**src/rtl/trace_packer.sv**
```systemverilog
// trace_packer: tracer-side companion of the trace buffer memory logger.
// Write side packs 2**NTRACE_I trace lanes per cycle into TRB_WIDTH-bit words
// and offers each completed word once to the logger; read side (streaming
// modes) fetches words from the logger and replays them onto STREAM_O.
// Optional feature: define TRACE_PACKER_OVERFLOW_CNT_EN to enable the
// saturating dropped-word counter on OVERFLOW_CNT_O (otherwise it reads 0).

module trace_packer #(
  parameter int TRB_WIDTH       = 64,
  parameter int TRB_MAX_TRACES  = 32,
  parameter int TRB_NTRACE_BITS = 3
) (
  input  logic                         CLK_I,
  input  logic                         RST_NI,
  input  logic [1:0]                   MODE_I,
  input  logic [TRB_NTRACE_BITS-1:0]   NTRACE_I,
  input  logic [TRB_MAX_TRACES-1:0]    TRACE_I,
  input  logic                         TRG_I,
  input  logic                         TRG_DELAYED_I,
  input  logic                         STORE_PERM_I,
  output logic                         STORE_O,
  output logic [TRB_WIDTH-1:0]         DATA_O,
  output logic [$clog2(TRB_WIDTH)-1:0] EVENT_POS_O,
  output logic                         TRG_EVENT_O,
  output logic                         OVERFLOW_O,
  output logic                         LOAD_REQUEST_O,
  input  logic                         LOAD_GRANT_I,
  input  logic [TRB_WIDTH-1:0]         DATA_I,
  output logic [TRB_MAX_TRACES-1:0]    STREAM_O,
  output logic [15:0]                  OVERFLOW_CNT_O
);

  localparam int POS_W   = $clog2(TRB_WIDTH);
  localparam int CNT_W   = POS_W + 1;
  localparam int MAX_LOG = $clog2(TRB_MAX_TRACES);
  localparam int LOG_W   = (MAX_LOG > 0) ? $clog2(MAX_LOG + 1) : 1;

  // Mode codes shared with the logger; the unused code behaves like trace mode.
  localparam logic [1:0] TRACE_MODE     = 2'd0;
  localparam logic [1:0] R_STREAM_MODE  = 2'd1;
  localparam logic [1:0] RW_STREAM_MODE = 2'd2;
  localparam logic [1:0] RESERVED_MODE  = 2'd3;

  // Write FSM states
  localparam logic [0:0] WR_CAPTURE = 1'b0;
  localparam logic [0:0] WR_DONE    = 1'b1;

  // Read FSM states
  localparam logic [1:0] RD_REQ  = 2'd0;
  localparam logic [1:0] RD_GAP  = 2'd1;
  localparam logic [1:0] RD_HOLD = 2'd2;

  // Configuration, captured once after reset
  logic                      cfg_loaded;
  logic [1:0]                mode_q;
  logic [LOG_W-1:0]          lane_log_q;
  logic [TRB_MAX_TRACES-1:0] lane_mask_q;
  logic [POS_W-1:0]          last_idx_q;

  logic [LOG_W-1:0]          lane_log_n;
  logic [TRB_MAX_TRACES-1:0] lane_mask_n;
  logic [POS_W-1:0]          last_idx_n;

  logic trace_like;
  logic capture_en;
  logic read_en;

  // Write side
  logic [0:0]           wr_state;
  logic [POS_W-1:0]     sample_idx;
  logic [POS_W-1:0]     sample_pos;
  logic [TRB_WIDTH-1:0] pack_q;
  logic [TRB_WIDTH-1:0] pack_next;
  logic [TRB_WIDTH-1:0] lane_word;
  logic [TRB_WIDTH-1:0] stage_q;
  logic [TRB_WIDTH-1:0] data_q;
  logic                 pending_q;
  logic                 sampling;
  logic                 word_done;
  logic                 word_drop;
  logic                 trg_event_q;
  logic [POS_W-1:0]     event_pos_q;
  logic                 overflow_q;

  // Read side
  logic [1:0]                rd_state;
  logic [TRB_WIDTH-1:0]      sh_q;
  logic [CNT_W-1:0]          sh_cnt_q;
  logic [TRB_WIDTH-1:0]      pf_q;
  logic                      pf_valid_q;
  logic                      consume;
  logic                      grant_take;
  logic [POS_W:0]            lane_width;
  logic [TRB_MAX_TRACES-1:0] stream_src;

  // Derive lane geometry from the requested width, clamping oversize requests
  always_comb begin
    lane_log_n = LOG_W'(MAX_LOG);
    if (int'(NTRACE_I) < MAX_LOG) lane_log_n = LOG_W'(NTRACE_I);
    lane_mask_n = '0;
    for (int i = 0; i < TRB_MAX_TRACES; i++) begin
      if (i < (1 << lane_log_n)) lane_mask_n[i] = 1'b1;
    end
    last_idx_n = POS_W'((TRB_WIDTH >> lane_log_n) - 1);
  end

  // Latch mode and lane geometry on the first clock after reset, then hold
  always_ff @(posedge CLK_I or negedge RST_NI) begin
    if (!RST_NI) begin
      cfg_loaded  <= 1'b0;
      mode_q      <= TRACE_MODE;
      lane_log_q  <= '0;
      lane_mask_q <= '0;
      last_idx_q  <= '0;
    end else if (!cfg_loaded) begin
      cfg_loaded  <= 1'b1;
      mode_q      <= MODE_I;
      lane_log_q  <= lane_log_n;
      lane_mask_q <= lane_mask_n;
      last_idx_q  <= last_idx_n;
    end
  end

  assign trace_like = cfg_loaded && (mode_q == TRACE_MODE || mode_q == RESERVED_MODE);
  assign capture_en = cfg_loaded && (mode_q != R_STREAM_MODE);
  assign read_en    = cfg_loaded && (mode_q == R_STREAM_MODE || mode_q == RW_STREAM_MODE);

  assign sampling   = capture_en && (wr_state == WR_CAPTURE);
  assign word_done  = sampling && (sample_idx == last_idx_q);
  assign sample_pos = sample_idx << lane_log_q;
  assign lane_word  = TRB_WIDTH'(TRACE_I & lane_mask_q);
  assign pack_next  = ((sample_idx == '0) ? '0 : pack_q) | (lane_word << sample_pos);

  // Pack samples into the current word and hand completed words to the stage register
  always_ff @(posedge CLK_I or negedge RST_NI) begin
    if (!RST_NI) begin
      wr_state   <= WR_CAPTURE;
      sample_idx <= '0;
      pack_q     <= '0;
      stage_q    <= '0;
      pending_q  <= 1'b0;
    end else begin
      pending_q <= word_done;
      if (word_done) stage_q <= pack_next;
      if (sampling) begin
        pack_q     <= pack_next;
        sample_idx <= word_done ? '0 : sample_idx + POS_W'(1);
        if (trace_like && TRG_DELAYED_I) wr_state <= WR_DONE;
      end
    end
  end

  assign STORE_O   = pending_q && STORE_PERM_I;
  assign word_drop = pending_q && !STORE_PERM_I;
  assign DATA_O    = STORE_O ? stage_q : data_q;

  // Remember the last word the logger accepted and flag any dropped word
  always_ff @(posedge CLK_I or negedge RST_NI) begin
    if (!RST_NI) begin
      data_q     <= '0;
      overflow_q <= 1'b0;
    end else begin
      if (STORE_O) data_q <= stage_q;
      if (word_drop) overflow_q <= 1'b1;
    end
  end

  // Record the position of the first trigger only
  always_ff @(posedge CLK_I or negedge RST_NI) begin
    if (!RST_NI) begin
      trg_event_q <= 1'b0;
      event_pos_q <= '0;
    end else if (sampling && TRG_I && !trg_event_q) begin
      trg_event_q <= 1'b1;
      event_pos_q <= sample_pos;
    end
  end

  assign TRG_EVENT_O = trg_event_q;
  assign EVENT_POS_O = event_pos_q;
  assign OVERFLOW_O  = overflow_q;

`ifdef TRACE_PACKER_OVERFLOW_CNT_EN
  logic [15:0] ovf_cnt_q;

  // Count dropped words, sticking at the maximum
  always_ff @(posedge CLK_I or negedge RST_NI) begin
    if (!RST_NI) begin
      ovf_cnt_q <= '0;
    end else if (word_drop && (ovf_cnt_q != 16'hFFFF)) begin
      ovf_cnt_q <= ovf_cnt_q + 16'd1;
    end
  end

  assign OVERFLOW_CNT_O = ovf_cnt_q;
`else
  assign OVERFLOW_CNT_O = '0;
`endif

  assign lane_width = (POS_W+1)'(1) << lane_log_q;
  assign consume    = read_en && (sh_cnt_q == '0) && pf_valid_q;
  assign grant_take = read_en && (rd_state == RD_REQ) && LOAD_GRANT_I;

  // The live lane comes from the shift buffer, or straight from prefetch when
  // the shift buffer just ran dry, so consecutive words stream without a gap
  always_comb begin
    stream_src = '0;
    if (sh_cnt_q != '0) stream_src = sh_q[TRB_MAX_TRACES-1:0];
    else if (pf_valid_q) stream_src = pf_q[TRB_MAX_TRACES-1:0];
  end

  assign STREAM_O       = stream_src & lane_mask_q;
  assign LOAD_REQUEST_O = read_en && (rd_state == RD_REQ);

  // Shift/prefetch buffers and the request handshake with the logger
  always_ff @(posedge CLK_I or negedge RST_NI) begin
    if (!RST_NI) begin
      rd_state   <= RD_REQ;
      sh_q       <= '0;
      sh_cnt_q   <= '0;
      pf_q       <= '0;
      pf_valid_q <= 1'b0;
    end else begin
      if (consume) begin
        sh_q       <= pf_q >> lane_width;
        sh_cnt_q   <= CNT_W'(last_idx_q);
        pf_valid_q <= 1'b0;
      end else if (sh_cnt_q != '0) begin
        sh_q     <= sh_q >> lane_width;
        sh_cnt_q <= sh_cnt_q - CNT_W'(1);
      end
      if (grant_take) begin
        pf_q       <= DATA_I;
        pf_valid_q <= 1'b1;
      end
      case (rd_state)
        RD_REQ:  if (grant_take) rd_state <= RD_GAP;
        RD_GAP:  rd_state <= (pf_valid_q && !consume) ? RD_HOLD : RD_REQ;
        RD_HOLD: if (consume) rd_state <= RD_REQ;
        default: rd_state <= RD_REQ;
      endcase
    end
  end

endmodule

```
**config.mk**
```make
export PLATFORM = sky130hd
export DESIGN_NAME = trace_packer
export DESIGN_NICKNAME = d
export VERILOG_FILES = /design/src/rtl/trace_packer.sv
export SDC_FILE = /design/constraint.sdc
export NUM_CORES = 1
export LEC_CHECK = 0
export ABC_AREA = 1
export BUFFER_PORTS_ARGS = -buffer_cell sky130_fd_sc_hd__buf_2
export CORE_MARGIN = 10
export CORE_UTILIZATION = 41
export CTS_CLUSTER_SIZE = 12
export DETAILED_ROUTE_END_ITERATION = 10
export PLACE_DENSITY_LB_ADDON = 0.12
export SLEW_MARGIN = 40
export SYNTH_ARGS = -nofsm -noshare
export SYNTH_HDL_FRONTEND = slang
export SYNTH_SLANG_ARGS = --single-unit
```
**constraint.sdc**
```tcl
create_clock -name CLK_I -period 2.31 [get_ports CLK_I]
set_input_delay 0.462 -clock CLK_I [delete_from_list [all_inputs] [get_ports CLK_I]]
set_output_delay 0.462 -clock CLK_I [all_outputs]
set_load 0.005 [all_outputs]
```
# Word level (Yosys, flattened, before mapping)
# Index checks and enable logic that the tools add are counted.
[totals]
output_inout_bits = 122
reg_bits = 390
elab_cells = 152
in_bits = 107
[classes]
n_reduce_logical = 29
n_lt_le_gt_ge = 33
mux = 48
n_bitwise = 4
n_addsub = 3
shift = 7
eq_ne = 9
[ops]
columns = ["op", "n"]
rows = [
  ["6-bit by 32-bit < comparator with 1-bit output (first input constant)", 16],
  ["5-bit by 32-bit < comparator with 1-bit output (first input constant)", 8],
  ["64-bit 2-to-1 mux", 4],
  ["4-bit by 32-bit < comparator with 1-bit output (first input constant)", 4],
  ["64-bit by 7-bit >> shifter with 64-bit output", 2],
  ["32-bit bitwise AND", 2],
  ["3-bit by 32-bit < comparator with 1-bit output (first input constant)", 2],
  ["32-bit 2-to-1 mux", 2],
  ["64-bit OR", 1],
  ["32-bit by 6-bit left shift with 64-bit output", 1],
  ["1-bit 2-to-1 mux", 34],
  ["1-bit by 32-bit < comparator with 1-bit output (first input constant)", 1],
  ["2-bit by 32-bit < comparator with 1-bit output (first input constant)", 1],
  ["1-bit by 3-bit left shift with 32-bit output (first input constant)", 1],
  ["1-bit logical AND", 15],
  ["7-bit 2-to-1 mux", 2],
  ["7-bit zero test", 1],
  ["7-bit nonzero test", 1],
  ["1-bit by 3-bit left shift with 7-bit output (first input constant)", 1],
  ["7-bit by 3-bit >> shifter with 6-bit output (first input constant)", 1],
  ["7-bit by 1-bit subtractor with 7-bit output (second input constant)", 1],
  ["6-bit by 1-bit adder with 6-bit output (second input constant)", 1],
  ["2-bit == test (second input constant)", 3],
  ["6-bit == test", 1],
  ["other kinds (17)", 27],
]

# Logic depth before layout (Yosys ltp)
[depth]
ltp_word = 9
ltp_mapped = 19
mapped_depth_nobuf = 18

# Worst setup path after synthesis
# Ideal clock, no wire load.
[synth_path]
path_kind = "reg2out"
from = "reg sh_cnt_q[0]"
to = "out STREAM_O[12]"
t_arrival_ps = 1716
path_slack_ps = 132
path_buffers = 3
stages_incl_launch_ff = 11
cell_sequence = "dfrtp_1 inv_1 ha_1 nand2_1 nor2_1 buf_2 inv_1 clkbuf_1 clkbuf_1 a21oi_1 a211oi_1"
[synth_between]
elab_chain_len = 3
[synth_rtl]
columns = ["element", "line", "source"]
rows = [
  ["start: declaration", "88", "logic [CNT_W-1:0] sh_cnt_q;"],
  ["start signal: assignment", "226", "sh_cnt_q <= CNT_W'(last_idx_q);"],
  ["start signal: assignment", "230", "sh_cnt_q <= sh_cnt_q - CNT_W'(1);"],
  ["7-bit nonzero test", "208", "if (sh_cnt_q != '0) stream_src = sh_q[TRB_MAX_TRACES-1:0];"],
  ["32-bit 2-to-1 mux", "208", ""],
  ["32-bit bitwise AND", "212", "assign STREAM_O = stream_src & lane_mask_q;"],
  ["end: declaration", "29", "output logic [TRB_MAX_TRACES-1:0] STREAM_O,"],
]
# Every way passes these cells.

# Final worst setup path
[layout_path]
from = "reg sh_cnt_q[0]"
to = "out STREAM_O[22]"
# Same word-level chain as after synthesis.

==> results.py <==
metrics = {
    "status": {
        "status": "complete, but fails checks",
        "violations": "setup timing",
    },
    "die": {
        "num_io_pins": 229,
        "rows": 87,
        "initial_core_util_pct": 41.3,
        "dieWidth_um": 258,
        "dieArea_mm2": 0.0665,
        "die_h_um": 258,
        "coreArea_mm2": 0.0562,
    },
    "synth": {
        "synth-main-ff-cell": "dfrtp_1",
        "async_flop_share_pct": 100,
        "synth_cell_types": 49,
        "yosysSeqAreaShare_pct": 41.3,
        "yosys_warnings": 0,
        "netlist_area_mm2": 0.0232,
        "synth_area_per_cell_um2": 6.83,
        "synth-edff-count": 0,
        "yosys_register_bits": 383,
        "postSynthCellCount": 3395,
    },
    "sta": {
        "period_needed_ns": 2.83,
        "finalHoldViolations": 0,
        "worst_slew_pin_slew_ns": 0.662,
        "relSlewSlack_pct": 55.8,
        "setup_viol_count_final": 228,
        "rsz0062_at_grt": "true",
        "holdWs_ns": 0.0434,
        "slew_violations": 0,
        "finalWorstSetupSlack_ns": -0.523,
        "fin_worst_skew_ns": 0.0265,
        "fin_crit_sh_pct": 123,
        "fmaxAchievable_mhz": 353,
    },
    "clock_network": {
        "cts_tree": "yes",
        "clk_latency_ns": 0.62,
        "clockBufferDepth": 3,
        "cts_buffers": 44,
        "cts.sinks": 383,
        "cts_root_buffer": "clkbuf_16",
        "clkSlewWorstSetupHoldPaths_ns": 0.06,
        "ctsHtreeMaxLevel": 2,
    },
    "detailed_routing": {
        "num_vias": 26800,
        "postRouteAntennaNets": 0,
        "finalWirelength_mm": 111,
        "drc": 0,
        "drt_iter0_drc": 2178,
        "first_pass_iters": 6,
        "post_drt_wl_per_cell_um": 23.8,
        "via_per_inst": 5.74,
    },
    "cells_and_area": {
        "nNetsFinal": 3990,
        "fillers": 4595,
        "stdcell_area_mm2": 0.0380,
        "diodes": 0,
        "syn_to_final_growth_pct": 64.0,
        "drive_gt1_share_pct": 46.5,
    },
    "critical_path": {
        "crit_arrival_ns": 2.37,
        "worst_ep_required_time_ns": 1.85,
        "reg2reg_depth": 19,
        "end_kind": "output port",
        "crit_path_start_kind": "flop",
        "critPathMaxFanout": 7,
        "worstSetupPathType": "flop to output port",
    },
    "power": {
        "clkPwrFrac_pct": 16.7,
        "p_switching_mw": 20.1,
        "power_mw": 43.9,
        "p_int_mw": 23.7,
        "power_density_mw_per_mm2": 1150,
        "switching_share_pct": 45.9,
        "ir_worst_vdd_v": 0.000789,
        "p_leak_nw": 17.7,
        "pwr-share-seq_pct": 25.0,
        "combPwrFrac_pct": 58.3,
    },
    "placement": {
        "gp_congestion": 0.992,
        "dpl_cell_area_mm2": 0.0272,
        "io_buffer_count": 212,
        "hpwl_mm": 74.2,
    },
    "worst_hold_path": {
        "hold_depth": 3,
        "min_path_type": "input pin to flop",
    },
    "global_routing": {
        "overflow": 0,
        "grt_pass1_vias": 25700,
        "grt_pass1_wl_mm": 155,
        "grt_use_total_pct": 29.8,
        "antenna_found_initial": 0,
        "grt_max_degree": 63,
    },
    "flow_run": {
        "drv_cap": 0,
    },
}
layer usage:
layer	up-vias	GRT usage [%]	share of wire [%]
li1	12200	-	-
met1	13200	35.7	38
met2	1001	53.0	50
met3	356	4.15	5.8
met4	0	12.2	6.5
met5	-	0	0
worst paths after layout:
kind                                        endpoint                     from  slack, ns
worst min register to register  data_q[42]$_DFF_PN0_     data_q[42]$_DFF_PN0_       0.47
worst max-delay path                    STREAM_O[22]  sh_cnt_q[0]$_DFFE_PN0P_      -0.52
worst max register to register  sh_q[27]$_DFFE_PN0P_  sh_cnt_q[0]$_DFFE_PN0P_      -0.39
worst min-delay path             pf_q[5]$_DFFE_PN0P_                DATA_I[5]       0.04
min in group asynchronous        data_q[9]$_DFF_PN0_                   RST_NI       0.46
max in group asynchronous       pf_q[36]$_DFFE_PN0P_                   RST_NI       1.04
power groups by stage:
stage | Sequential [mW] | Combinational (mW) | Clock (mW)
after global placement | 10.8 | 16.2 | 0
after floorplan | 10.3 | 9.64 | 0
after detailed placement | 10.8 | 16.4 | 0
final | 11.0 | 25.6 | 7.35
after global routing | 11.2 | 27.4 | 7.71
after CTS | 10.8 | 18.7 | 7.41
critical path, stage by stage, from the launching register on:
cell and delay (ns):
dfrtp_1 0.37, inv_2 0.06, ha_4 0.16, nand2_4 0.05
nor2_4 0.04, buf_12 0.13, buf_12 0.13, inv_16 0.08
buf_12 0.15, buf_12 0.14, a21oi_4 0.03, a211oi_2 0.23
buf_2 0.16
metrics by stage:
stage / setup WS (ns) / instances / TNS, ns / utilization (%)
final: -0.523 / 4659 / -44.96 / 67.7
after global routing: -0.608 / 4659 / -69.56 / 67.7
after CTS: -0.540 / 4565 / -40.60 / 55.4
after detailed placement: -0.417 / 4429 / -51.56 / 48.4
after global placement: -0.409 / 4429 / -44.07 / 48.4
after floorplan: 0.132 / 3412 / 0 / -
sequential cells by signal, indices dropped and copies added (netlist names), 2 cells and up:
signal / cells
data_q: 64
pack_q: 64
pf_q: 64
sh_q: 64
stage_q: 64
lane_mask_q: 25
sh_cnt_q: 7
EVENT_POS_O: 6
last_idx_q: 6
sample_idx: 6
lane_log_q: 3
mode_q: 2
rd_state: 2
timing repair:
action | CTS | global route
pin swaps | 97 | 307
gates cloned | 16 | 25
resized for setup | 390 | 1235
setup endpoints to repair | 290 | 293
hold buffers | 1 | 0
buffers inserted | 49 | 74
hold endpoints to repair | 41 | 0
logic make-up (layout without fill, tap and decap cells):
kind of cell	after synthesis	count (layout)	share of synthesized area [%]
AND/OR/NAND/NOR	2184	2187	41.0
buffers and inverters	452	940	8.16
flip-flops	383	383	41.3
AO/OA/AOI/OAI	360	360	8.86
adder cells (fa/ha/maj)	7	7	0.378
XOR/XNOR	7	7	0.264
other	2	19	0.0324
cell usage in the layout (no fill, tap or decap), drive strengths merged, types with 19 or more instances in the layout:
cell type	Yosys	final
nand4	75	75
o21ai	216	216
nand2	1212	1215
a31oi	28	28
nand3	758	758
conb	2	19
inv	206	206
a21oi	43	43
buf	119	635
nor2	103	103
dfrtp	383	383
a211oi	22	22
clkbuf	124	80
cell usage after synthesis (3+ instances only):
master    number  area (um2)
o22ai_1       15        93.8
nand2_1     1210        4540
nand3_1      757        3790
a31oi_1       28         175
nor3_1         9        45.0
xnor2_1        6        52.6
and2_1         7        43.8
a22oi_1        9        67.6
o21a_1        14         105
buf_2         60         300
dfrtp_1      383        9580
o21ai_1       45         225
nor2_1        89         334
ha_1           7        87.6
nor2_2         9        56.3
clkinv_1       3        11.3
a211oi_1      22         165
o21ai_0      168         841
inv_1        192         721
nand4_1       75         469
buf_4         26         195
clkbuf_1     124         465
inv_2         12        45.0
o21ai_2        3        26.3
or2_1         15        93.8
buf_1         31         116
o211ai_1       4        30.0
nor2_4         4        45.0
a21oi_1       42         210
final cells by class:
cell class / count / area (um2) / area share [%]
multi-input combinational: 2580 / 18800 / 49.3
sequential: 383 / 9590 / 25.2
timing repair buffer: 658 / 6400 / 16.8
clock buffer: 59 / 1230 / 3.23
tap: 756 / 946 / 2.49
inverter: 209 / 866 / 2.28
clock inverter: 14 / 234 / 0.615
Power figures use the tool's default switching activity.
